**src/rtl/lfsr_gen.sv**
```systemverilog
// lfsr_gen: parametrised XNOR-feedback Fibonacci LFSR with seed load,
// free-run / counted-burst modes, busy/done handshake and all-ones
// lockup detection with recovery to SEED.
// Optional macro LFSR_PERIOD_CHK_EN adds a period measurement
// (period_len / period_vld) against the value captured at reset or load.
module lfsr_gen #(
  parameter int               WIDTH = 10,
  parameter logic [WIDTH-1:0] TAPS  = 10'b1001000000,
  parameter logic [WIDTH-1:0] SEED  = 10'b0101010101,
  parameter int               CNT_W = 16
) (
  input  logic             clk,
  input  logic             reset_n,
  input  logic             en,
  input  logic             load,
  input  logic [WIDTH-1:0] seed_in,
  input  logic             start,
  input  logic [CNT_W-1:0] burst_len,
  output logic [WIDTH-1:0] q,
  output logic             out,
  output logic             valid,
  output logic             busy,
  output logic             done,
  output logic             lockup
`ifdef LFSR_PERIOD_CHK_EN
  ,
  output logic [WIDTH-1:0] period_len,
  output logic             period_vld
`endif
);

  typedef enum logic {IDLE, BURST} state_t;

  state_t           state;
  logic [CNT_W-1:0] count;

  logic             fb;
  logic             at_ones;
  logic             step;
  logic [WIDTH-1:0] q_shift;
  logic [WIDTH-1:0] q_step;

  // Next-state datapath: feedback, lockup recovery and step qualification.
  // In IDLE a start request blocks the step for that cycle; load blocks everything.
  always_comb begin
    fb      = ~^(q & TAPS);
    q_shift = {q[WIDTH-2:0], fb};
    at_ones = &q;
    q_step  = at_ones ? SEED : q_shift;
    step    = 1'b0;
    if (!load) begin
      if (state == IDLE) step = en && !start;
      else               step = en;
    end
  end

  assign out = q[WIDTH-1];

  // Control FSM, shift register and registered status outputs.
  always_ff @(posedge clk or negedge reset_n) begin
    if (!reset_n) begin
      state  <= IDLE;
      q      <= SEED;
      count  <= '0;
      valid  <= 1'b0;
      busy   <= 1'b0;
      done   <= 1'b0;
      lockup <= 1'b0;
    end else begin
      valid <= step;
      done  <= 1'b0;
      if (load) begin
        q      <= seed_in;
        lockup <= 1'b0;
        state  <= IDLE;
        count  <= '0;
        busy   <= 1'b0;
      end else begin
        if (step) begin
          q <= q_step;
          if (at_ones) lockup <= 1'b1;
        end
        case (state)
          IDLE: begin
            if (start) begin
              if (burst_len != '0) begin
                count <= burst_len;
                state <= BURST;
                busy  <= 1'b1;
              end else begin
                done <= 1'b1;
              end
            end
          end
          BURST: begin
            if (en) begin
              count <= count - 1'b1;
              if (count == {{(CNT_W-1){1'b0}}, 1'b1}) begin
                state <= IDLE;
                busy  <= 1'b0;
                done  <= 1'b1;
              end
            end
          end
          default: state <= IDLE;
        endcase
      end
    end
  end

`ifdef LFSR_PERIOD_CHK_EN
  logic [WIDTH-1:0] ref_q;
  logic [WIDTH-1:0] pcnt;

  // Period measurement: count steps until q returns to the captured reference.
  always_ff @(posedge clk or negedge reset_n) begin
    if (!reset_n) begin
      ref_q      <= SEED;
      pcnt       <= '0;
      period_len <= '0;
      period_vld <= 1'b0;
    end else begin
      period_vld <= 1'b0;
      if (load) begin
        ref_q <= seed_in;
        pcnt  <= '0;
      end else if (step && at_ones) begin
        pcnt <= '0;
      end else if (step) begin
        if (q_step == ref_q) begin
          period_len <= pcnt + 1'b1;
          period_vld <= 1'b1;
          pcnt       <= '0;
        end else begin
          pcnt <= pcnt + 1'b1;
        end
      end
    end
  end
`endif

endmodule

```
**config.mk**
```make
export PLATFORM = sky130hd
export DESIGN_NAME = lfsr_gen
export DESIGN_NICKNAME = d
export VERILOG_FILES = /design/src/rtl/lfsr_gen.sv
export SDC_FILE = /design/constraint.sdc
export NUM_CORES = 1
export LEC_CHECK = 0
export BUFFER_PORTS_ARGS = -buffer_cell sky130_fd_sc_hd__clkbuf_2
export CAP_MARGIN = 40
export CORE_MARGIN = 8
export CORE_UTILIZATION = 45
export CTS_CLUSTER_DIAMETER = 50
export CTS_CLUSTER_SIZE = 30
export DETAILED_ROUTE_END_ITERATION = 12
export PLACE_DENSITY = 0.77
export REMOVE_ABC_BUFFERS = 1
export SYNTH_ARGS = -nofsm -noshare
export SYNTH_HDL_FRONTEND = slang
export SYNTH_SLANG_ARGS = --single-unit
```
**constraint.sdc**
```tcl
create_clock -name clk -period 3.69 [get_ports clk]
set_input_delay 0.9225 -clock clk [delete_from_list [all_inputs] [get_ports clk]]
set_output_delay 0.9225 -clock clk [all_outputs]
set_load 0.01 [all_outputs]
```
# Word level (Yosys, flattened, before mapping)
# Index checks and enable logic that the tools add are counted.
# word_totals
ff_bits,31
latchBits,0
ramBits,0
mem_bits_ro,0
inputBits,31
output_inout_bits,15
wordCells,55
n_memories,0
# classes
addsub,1
mul,0
div,0
n_lt_le_gt_ge,0
eq_ne,5
n_shift,0
mux,31
n_bitwise,1
n_reduce_logical,10
# op_table
operator,count
$mux 16,4
$pmux 16 s2,1
$mux 10,3
$mux 1,20
$eq 16x1->1 const B,1
$reduce_bool 16->1,1
$sub 16x1->16 const B,1
$reduce_and 10->1,1
$reduce_xnor 10->1,1
$ne 3x2->1 const B,2
$ne 3x3->1 const B,2
$pmux 1 s2,3
$reduce_and 4->1,1
$reduce_bool 2->1,2
$reduce_and 3->1,1
$reduce_and 2->1,1
$logic_and 1x1->1,1
$logic_not 1->1,1
$not 1->1,1

# Longest topological paths before layout
# Gate-level depths: netlist (run 1).
# logic_depth
ltp_word,6
ltp_mapped,7
mapped_depth_nobuf,6

# Worst setup path after synthesis (run 1)
# Ideal clock, no wire load.
# synth_path
path_kind,input to register
start,in burst_len[3]
end,reg count[2]
setup_ps,123
t_arrival_ps,2182
required_time_ps,3567
setup_slack_ps,1385
stages,4
path_buffers,0
cell_sequence,nor4_2 -> a41oi_1 -> or3_1 -> o221a_1
# synth_via
elab_chain_len,3
# synth_rtl
item,line,rtl
start: declaration,18,"input logic [CNT_W-1:0] burst_len,"
$reduce_bool 16->1,86,if (burst_len != '0) begin
$ne 3x2->1 (no source line),--,
$reduce_and 3->1 (no source line),--,
end signal: assignment,87,count <= burst_len;
end signal: assignment,97,count <= count - 1'b1;
end: declaration,35,logic [CNT_W-1:0] count;
# Every way passes these cells.
# A chain may end at the register's enable or synchronous reset.

# Worst setup path after layout (run 1)
# Ends and elaborated chain as after synthesis.

==> results of run 1 <==
## report_power, final
group          total [mW]  switching, mW  internal (mW)
clock network       0.354          0.136          0.218
logic               0.253          0.154         0.0995
registers           0.419         0.0411          0.378
total                1.03          0.331          0.696
## cells in the final DEF (no fill, tap or decap), types with 6 or more instances in the layout
cell and instances:
nor2_1 8, o21ai_0 12, o221ai_1 8, a2bb2oi_1 8
dfrtp_1 26, nand3_1 13, nand4_1 6, clkbuf_2 45
nor3_1 6, a21oi_1 6, clkbuf_8 6, nand2_1 27
## cell families (layout without fill, tap and decap cells)
logic type / Yosys count / count (layout) / share of synthesized area [%]
mux: 5 / 5 / 2.598
buf+inv: 22 / 61 / 4.740
flops: 31 / 31 / 40.58
xor+xnor: 1 / 1 / 0.4546
fa+ha+maj: 2 / 2 / 1.298
compound gates: 69 / 69 / 27.60
simple gates: 82 / 82 / 22.73
## layout make-up
cell class                      instances  area (sq um)
Clock buffer                            6         82.58
Sequential cell                        31         782.0
Timing Repair Buffer                   47         240.2
Inverter                                6         22.52
Tap cell                               50         62.56
Clock inverter                          2         35.03
Multi-Input combinational cell        159          1054
Fill cell                             358          1779
## critical path, cell delays in order
cell      delay, ps
clkbuf_2         90
nor4_2          440
a41oi_1         320
or3_1           520
o221a_1         250
## per-layer routing
metal / part of all wire (%) / global-route usage, % / vias up
met3: 6.9 / 4.039 / 10
met4: 1.6 / 7.143 / 0
met5: 0 / 0 / -
met1: 43 / 21.51 / 873
met2: 49 / 26.65 / 66
li1: - / - / 900
## final timing paths
path / cells after the start / end / startpoint / slack (ps)
max in group asynchronous: 1 / count[9]$_DFFE_PN0P_ / reset_n / 2480
setup reg to reg: 5 / count[13]$_DFFE_PN0P_ / state$_DFF_PN0_ / 1460
min in group asynchronous: 1 / count[1]$_DFFE_PN0P_ / reset_n / 700
hold / removal: 2 / lockup$_DFFE_PN0P_ / lockup$_DFFE_PN0P_ / 510
hold reg to reg: 2 / lockup$_DFFE_PN0P_ / lockup$_DFFE_PN0P_ / 510
setup / recovery: 5 / count[2]$_DFFE_PN0P_ / burst_len[3] / 1320
## registers in the layout, indices dropped and copies added (netlist names)
register and count:
count 16, q 10, busy 1, done 1
lockup 1, state 1, valid 1
## metrics by stage
step	instances	area (sq um)
after floorplan	196	1858
after global placement	293	2161
after detailed placement	293	2161
after CTS	301	2278
after global routing	301	2278
final	301	2278
==> metrics.txt, run 1 <==
pins over their slew limit 0; DRT iter0 DRCs 159; Final HPWL DP 3.867 mm; All-Layer GR Usage 16.86%; Skew-Pair Late Insertion Delay 290 ps; post-synthesis sequential area ratio 40.58%; DRC violations left 0; CP max FO 5; core area 4058 sq um; Synth Warn # 0; count leader, synth nand2_1; status finished, final reports clean; Clk pin slew, worst setup/hold paths 70 ps; asr flop ratio synth 100.0%; f_max 0.4216 GHz; Top FF cell, synth dfrtp_1; WS Path Type in2reg; Rel. slew slack 38.37%; critical path launch point type primary input; DR pass1 iterations 4; Worst Tran Pin Value 921.0 ps; TNS Setup 0 ps; largest net degree at the start of global routing 32; post-CTS sizing 0; routability cong. 0.9092; Mapped Cells 212; Tmin final 2372 ps; cell accounting for the most synthesized area dfrtp_1; Syn Area/Cell 9.089 sq um; Worst VDD drop 0.0002192 V; Die Y-Extent 81.44 um; initial antenna violation count 0; io pins 46; GRT Residual Overflow 0; Post-synth EDFFs 0; CTS tree done; H-tree lvl count 2; Post-DRT Antenna Nets 0; final-report hold violation count 0; Inserted Diodes 0; Pwr Total 1.027 mW; CTS Sinks 31; Seq cells post-synth 31; Die Width 81.44 um; Leak 1.011 nW; Avg Vias per Cell 6.143; crit path DAT 2560 ps; pwr/cell area 450.6 nW/um^2; max-cap viol count 0; Die Area 6632 sq um; Nets 283; number of port buffers 45; Synth top area share 33.77%; clock skew 3.704 ps; Synth Cell Area 1927 sq um; fin crit share 64.28%; Hold-fix buffers, CTS 0; Area Growth Syn to Fin 18.25%; Synth cell types 50; top cells by area, synth dfrtp_1 (34%), dfstp_2 (6.8%), nand2_1 (5.3%); setup ws final 1318 ps; Clock Path Buffers 2; Hold Worst Slack 511.7 ps; Synth top cells by count nand2_1 (27), dfrtp_1 (26), nand3_1 (13); # rows 23; via count 1849; RSZ-0062 raised after global routing false; CP Capture Type register; Finished Core Util 56.15%; first-pass GRT wire length 8.866 mm; drt total wl 5.264 mm; Num CTS Buffers 5; routed length per placed instance 17.49 um; postcts setup bufs 0; worst hold path class reg2reg; initial core utilization 47.49%; vias in the first global route 1867; dpl ws 1028 ps; layout cells sized above 1 27.09%; setup violators final 0; worst path required time 3870 ps; CTS root buffer clkbuf_8
Power figures use the tool's default switching activity.
==> run 2: changes to the inputs <==
==> constraint.sdc (replaced) <==
create_clock -name clk -period 2.3 [get_ports clk]
set_input_delay 0.575 -clock clk [delete_from_list [all_inputs] [get_ports clk]]
set_output_delay 0.575 -clock clk [all_outputs]
set_load 0.01 [all_outputs]
==> metrics.txt, run 2 (synthesis results as in run 1) <==
initial antenna violation count 0 (unchanged); reg-to-reg setup timing slack 310 ps (-1150 ps); Nets 292 (+3.2%); Worst path top cell family by delay simple AND/OR/NAND/NOR gates; Rel. slew slack 47.55% (+9.2 points); Biggest register count; CTS Sinks 31 (unchanged); pins over their slew limit 0 (unchanged); most common cell after layout, fill and taps aside clkbuf_2; initial core utilization 47.49% (unchanged); fin crit share 86.66%; All-Layer GR Usage 17.41% (+0.55 points); postcts setup bufs 0 (unchanged); H-tree lvl count 2 (unchanged); CP max FO 7 (+2); Die Area 6632 sq um (unchanged); # rows 23 (unchanged); Hold-fix buffers, CTS 0 (unchanged); DR pass1 iterations 4 (unchanged); metal2 WL 2.706 mm (+5.2%); Clk pin slew, worst setup/hold paths 80 ps (about the same); crit path DAT 2150 ps (-410 ps); Tmin final 1993 ps; routability cong. 0.8804 (-3.2%); io pins 46 (unchanged); via count 1868 (+1.0%); Top Layer Used met4; Worst Tran Pin Value 783.8 ps (-137.2 ps); DRT iter0 DRCs 173 (+8.8%); core area 4058 sq um (unchanged); Final HPWL DP 4.039 mm (+4.4%); CTS root buffer clkbuf_8; largest net degree at the start of global routing 32 (unchanged); setup violators final 0 (unchanged); Finished Core Util 58.13% (+2.0 points); clock skew 14.84 ps (+11.14 ps); max reg flops 16 (unchanged); Clock Path Buffers 2 (unchanged); worst hold path class in2async; vias in the first global route 1893 (+1.4%); Leak 1.061 nW (+4.9%); Num CTS Buffers 5 (unchanged); WS Path Type reg2reg; Area Growth Syn to Fin 22.40%; f_max 0.5017 GHz; DRC violations left 0 (unchanged); routed length per placed instance 17.52 um (+0.18%); design area 2359 sq um (+3.5%); DRT met1 WL 2.389 mm (+6.6%); Inserted Diodes 0 (unchanged); CP peak stage delay 650 ps (+130 ps); Buf/Inv on CP 0 (-1); length of routed met3 wiring 312 um (-15%); Skew-Pair Late Insertion Delay 290 ps (about the same); placed cell area 2241 sq um (+3.7%); most frequent cells in the layout clkbuf_2 (45), nand2_1 (27), dfrtp_1 (26); slowest stage cell, crit path or4_1; number of port buffers 45 (unchanged); Post-DRT Antenna Nets 0 (unchanged); Die Width 81.44 um (unchanged); GRT Residual Overflow 0 (unchanged); RSZ-0062 raised after global routing false; Die Y-Extent 81.44 um (unchanged); max-cap viol count 0 (unchanged); TNS Setup 0 ps (unchanged); Worst VDD drop 0.0003318 V (+51%); CTS tree done; crit path cell chain or4_1 -> or3_4 -> o311ai_4 -> o221ai_2; status finished, final reports clean; biggest regs count: 16 flops, q: 10 flops; drt total wl 5.431 mm (+3.2%); critical path launch point type register; final-report hold violation count 0 (unchanged); worst path required time 2460 ps (-1410 ps); CP Capture Type register; layout cells sized above 1 29.62% (+2.5 points); post-CTS sizing 0 (unchanged); first-pass GRT wire length 9.114 mm (+2.8%); Avg Vias per Cell 6.026 (-1.9%); pwr/cell area 705.8 nW/um^2 (+57%)
==> run 2: area by class of cell <==
type,count,area (sq um)
flip-flops and latches,31,782.0
multi-input cells,159,1054
clock inverters,2,35.03
clock buffers,6,82.58
well taps,50,62.56
repair buffers,56,320.3
fillers,360,1699
inverters,6,22.52
==> run 2: per-stage QoR <==
| stage | instances | hold WS [ps] | power [mW] | setup slack (ps) |
|---|---|---|---|---|
| after floorplan | 196 | 279.4 | 0.9258 | 342.6 |
| after global placement | 302 | 497.4 | 1.104 | 209.8 |
| after detailed placement | 302 | 503.1 | 1.112 | 142.8 |
| after CTS | 310 | 387.2 | 1.675 | 309.0 |
| after global routing | 310 | 423.5 | 1.765 | 233.1 |
| final | 310 | 350.9 | 1.665 | 306.9 |
==> run 2: metal layers <==
metal | vias up | track usage [%]
met4 | 0 | 4.821
li1 | 921 | -
met5 | - | 0
met2 | 47 | 28.56
met1 | 898 | 22.57
met3 | 2 | 3.712
==> run 2: worst reg2reg max path, cell delays in order (launching register included) <==
cell	delay, ps
dfrtp_1	410
or4_1	650
or3_4	400
o311ai_4	270
o221ai_2	130
==> run 2: path summary, 6_finish.rpt <==
check | startpoint | endpoint | cells past startpoint
worst max-delay path | count[8]$_DFFE_PN0P_ | count[14]$_DFFE_PN0P_ | 4
worst min-delay path | reset_n | count[15]$_DFFE_PN0P_ | 1
worst max register to register | count[8]$_DFFE_PN0P_ | count[14]$_DFFE_PN0P_ | 4
worst min register to register | lockup$_DFFE_PN0P_ | lockup$_DFFE_PN0P_ | 2
max in group asynchronous | reset_n | count[9]$_DFFE_PN0P_ | 1
min in group clk | seed_in[2] | q[2]$_DFFE_PN1P_ | 3
==> run 2: power by group <==
group	leakage, nW	switching (mW)	internal [mW]	total, mW
sequential	0.394	0.0630	0.607	0.670
clock	0.0612	0.209	0.350	0.560
combinational	0.606	0.252	0.183	0.435
total	1.06	0.525	1.14	1.66
==> run 3: changes to the inputs <==
==> constraint.sdc (replaced) <==
create_clock -name clk -period 2.4 [get_ports clk]
set_input_delay 0.6 -clock clk [delete_from_list [all_inputs] [get_ports clk]]
set_output_delay 0.6 -clock clk [all_outputs]
set_load 0.01 [all_outputs]
==> metrics.txt, run 3 (synthesis results as in run 1) <==
max-cap viol count 0 (unchanged); crit path cell chain or4_1 -> or3_4 -> o311ai_4 -> o221ai_2; via count 1882 (+0.75%); setup violators final 0 (unchanged); final-report hold violation count 0 (unchanged); routability cong. 0.8529 (-3.1%); Rel. slew slack 46.77% (-0.78 points); switch share 33.72% (+2.2 points); clock skew 6.033 ps (-8.806 ps); WS Path Type reg2reg; drt total wl 5.342 mm (-1.6%); DRT iter0 DRCs 225 (+30%); layout cells sized above 1 28.13% (-1.5 points); biggest regs count: 16 flops, q: 10 flops; initial antenna violation count 0 (unchanged); routed length per placed instance 17.46 um (-0.35%); placed cells 298 (-1.3%); Num CTS Buffers 5 (unchanged); slowest stage cell, crit path or4_1; # rows 23 (unchanged); Leak 1.023 nW (-3.6%); Area Growth Syn to Fin 18.83%; Tmin final 2082 ps (+89.34 ps); fin crit share 86.77% (+0.11 points); status finished, final reports clean; P_sw 0.4968 mW (-5.3%); worst path required time 2560 ps (+100 ps); most common cell after layout, fill and taps aside clkbuf_2; number of port buffers 45 (unchanged); Internal 0.9765 mW (-14%); postcts setup bufs 0 (unchanged); worst r2r src count[8]$_DFFE_PN0P_; Hold-fix buffers, CTS 0 (unchanged); Post-DRT Antenna Nets 0 (unchanged); Die Width 81.44 um (unchanged); CTS root buffer clkbuf_8; H-tree lvl count 2 (unchanged); worst r2r path cells 4 (unchanged); Clk pin slew, worst setup/hold paths 70 ps (about the same); Clk pwr share 28.7% (-4.9 points); TNS Setup 0 ps (unchanged); Skew-Pair Late Insertion Delay 280 ps (about the same); Flop pwr share 43.5% (+3.3 points); RSZ-0062 raised after global routing false; Worst Tran Pin Value 798.5 ps (+14.63 ps); Inserted Diodes 0 (unchanged); post-CTS sizing 0 (unchanged); All-Layer GR Usage 16.99% (-0.41 points); Clock Path Buffers 2 (unchanged); CP max FO 10 (+3); CTS Sinks 31 (unchanged); DRC violations left 0 (unchanged); FF-to-FF End count[14]$_DFFE_PN0P_; CP peak stage delay 710 ps (+60 ps); max reg flops 16 (unchanged); reg-to-reg setup timing slack 320 ps (about the same); io pins 46 (unchanged); vias in the first global route 1923 (+1.6%); GRT Residual Overflow 0 (unchanged); f_max 0.4802 GHz (-4.3%); pins over their slew limit 0 (unchanged); CP Capture Type register; Die Y-Extent 81.44 um (unchanged); initial core utilization 47.49% (unchanged); most frequent cells in the layout clkbuf_2 (45), nand2_1 (27), dfrtp_1 (26); DR pass1 iterations 5 (+1); Die Area 6632 sq um (unchanged); crit path DAT 2240 ps (+90 ps); Avg Vias per Cell 6.150 (+2.1%); Final HPWL DP 3.966 mm (-1.8%); Post-Layout Cell Count 306 (-1.3%); pwr/cell area 643.5 nW/um^2 (-8.8%); Nets 288 (-1.4%); core area 4058 sq um (unchanged); combinational share of power 27.8% (+1.7 points); CTS tree done; largest net degree at the start of global routing 32 (unchanged); Worst VDD drop 0.0002465 V (-26%); Biggest register count; critical path launch point type register; worst hold path class in2async; first-pass GRT wire length 8.935 mm (-2.0%)
run 3: changes by cell type in the layout (fill, tap and decap cells not counted):
cell | before | now
bufinv_16 | 1 | 0
buf_12 | 1 | 0
buf_4 | 10 | 7
clkbuf_1 | 0 | 1
run 3: layout make-up:
cell class,count,area [sq um]
clock buffers,7,86.33
clock inverters,1,5.005
fillers,367,1768
repair buffers,52,277.8
well taps,50,62.56
multi-input cells,159,1054
flip-flops and latches,31,782.0
inverters,6,22.52
run 3: worst max-delay path: cells and delay by family (launching register included):
kind | cells | cell delay [ps]
compound gates | 2 | 400
flops | 1 | 410
simple gates | 2 | 1140
run 3: stage by stage:
step / cell area (sq um) / utilization, % / hold slack [ps] / power, mW / setup WS, ps
after detailed placement: 2198 / 54.18 / 496.7 / 1.053 / 202.9
after floorplan: 1858 / - / 304.4 / 0.8872 / 417.6
after CTS: 2290 / 56.43 / 409.2 / 1.481 / 322.0
after global routing: 2290 / 56.43 / 442.4 / 1.564 / 255.5
after global placement: 2198 / 54.18 / 494.5 / 1.047 / 268.1
final: 2290 / 56.43 / 393.6 / 1.473 / 317.6
run 3: layer usage:
metal	global-route usage (%)	vias up	part of all wire (%)
li1	-	901	-
met1	20.97	911	45
met2	27.76	60	49
met3	3.930	10	4.9
met4	7.321	0	1.7
met5	0	-	0
run 3: how the worst max path moves through the flow:
stage / to / cells after the start / from
after floorplan: count[2]$_DFFE_PN0P_ / 4 / burst_len[3]
after global placement: count[2]$_DFFE_PN0P_ / 5 / burst_len[11]
after detailed placement: count[2]$_DFFE_PN0P_ / 5 / burst_len[11]
after CTS: count[14]$_DFFE_PN0P_ / 4 / count[8]$_DFFE_PN0P_
after global routing: count[14]$_DFFE_PN0P_ / 4 / count[8]$_DFFE_PN0P_
final: count[14]$_DFFE_PN0P_ / 4 / count[8]$_DFFE_PN0P_
run 3: power by group through the flow:
| stage | logic, mW | registers, mW | clock network [mW] |
|---|---|---|---|
| 3_3_place_gp | 0.402 | 0.645 | 0 |
| 2_1_floorplan | 0.239 | 0.648 | 0 |
| 5_1_grt | 0.458 | 0.648 | 0.458 |
| 3_5_place_dp | 0.406 | 0.648 | 0 |
| 6_report | 0.410 | 0.641 | 0.422 |
| 4_1_cts | 0.409 | 0.639 | 0.433 |
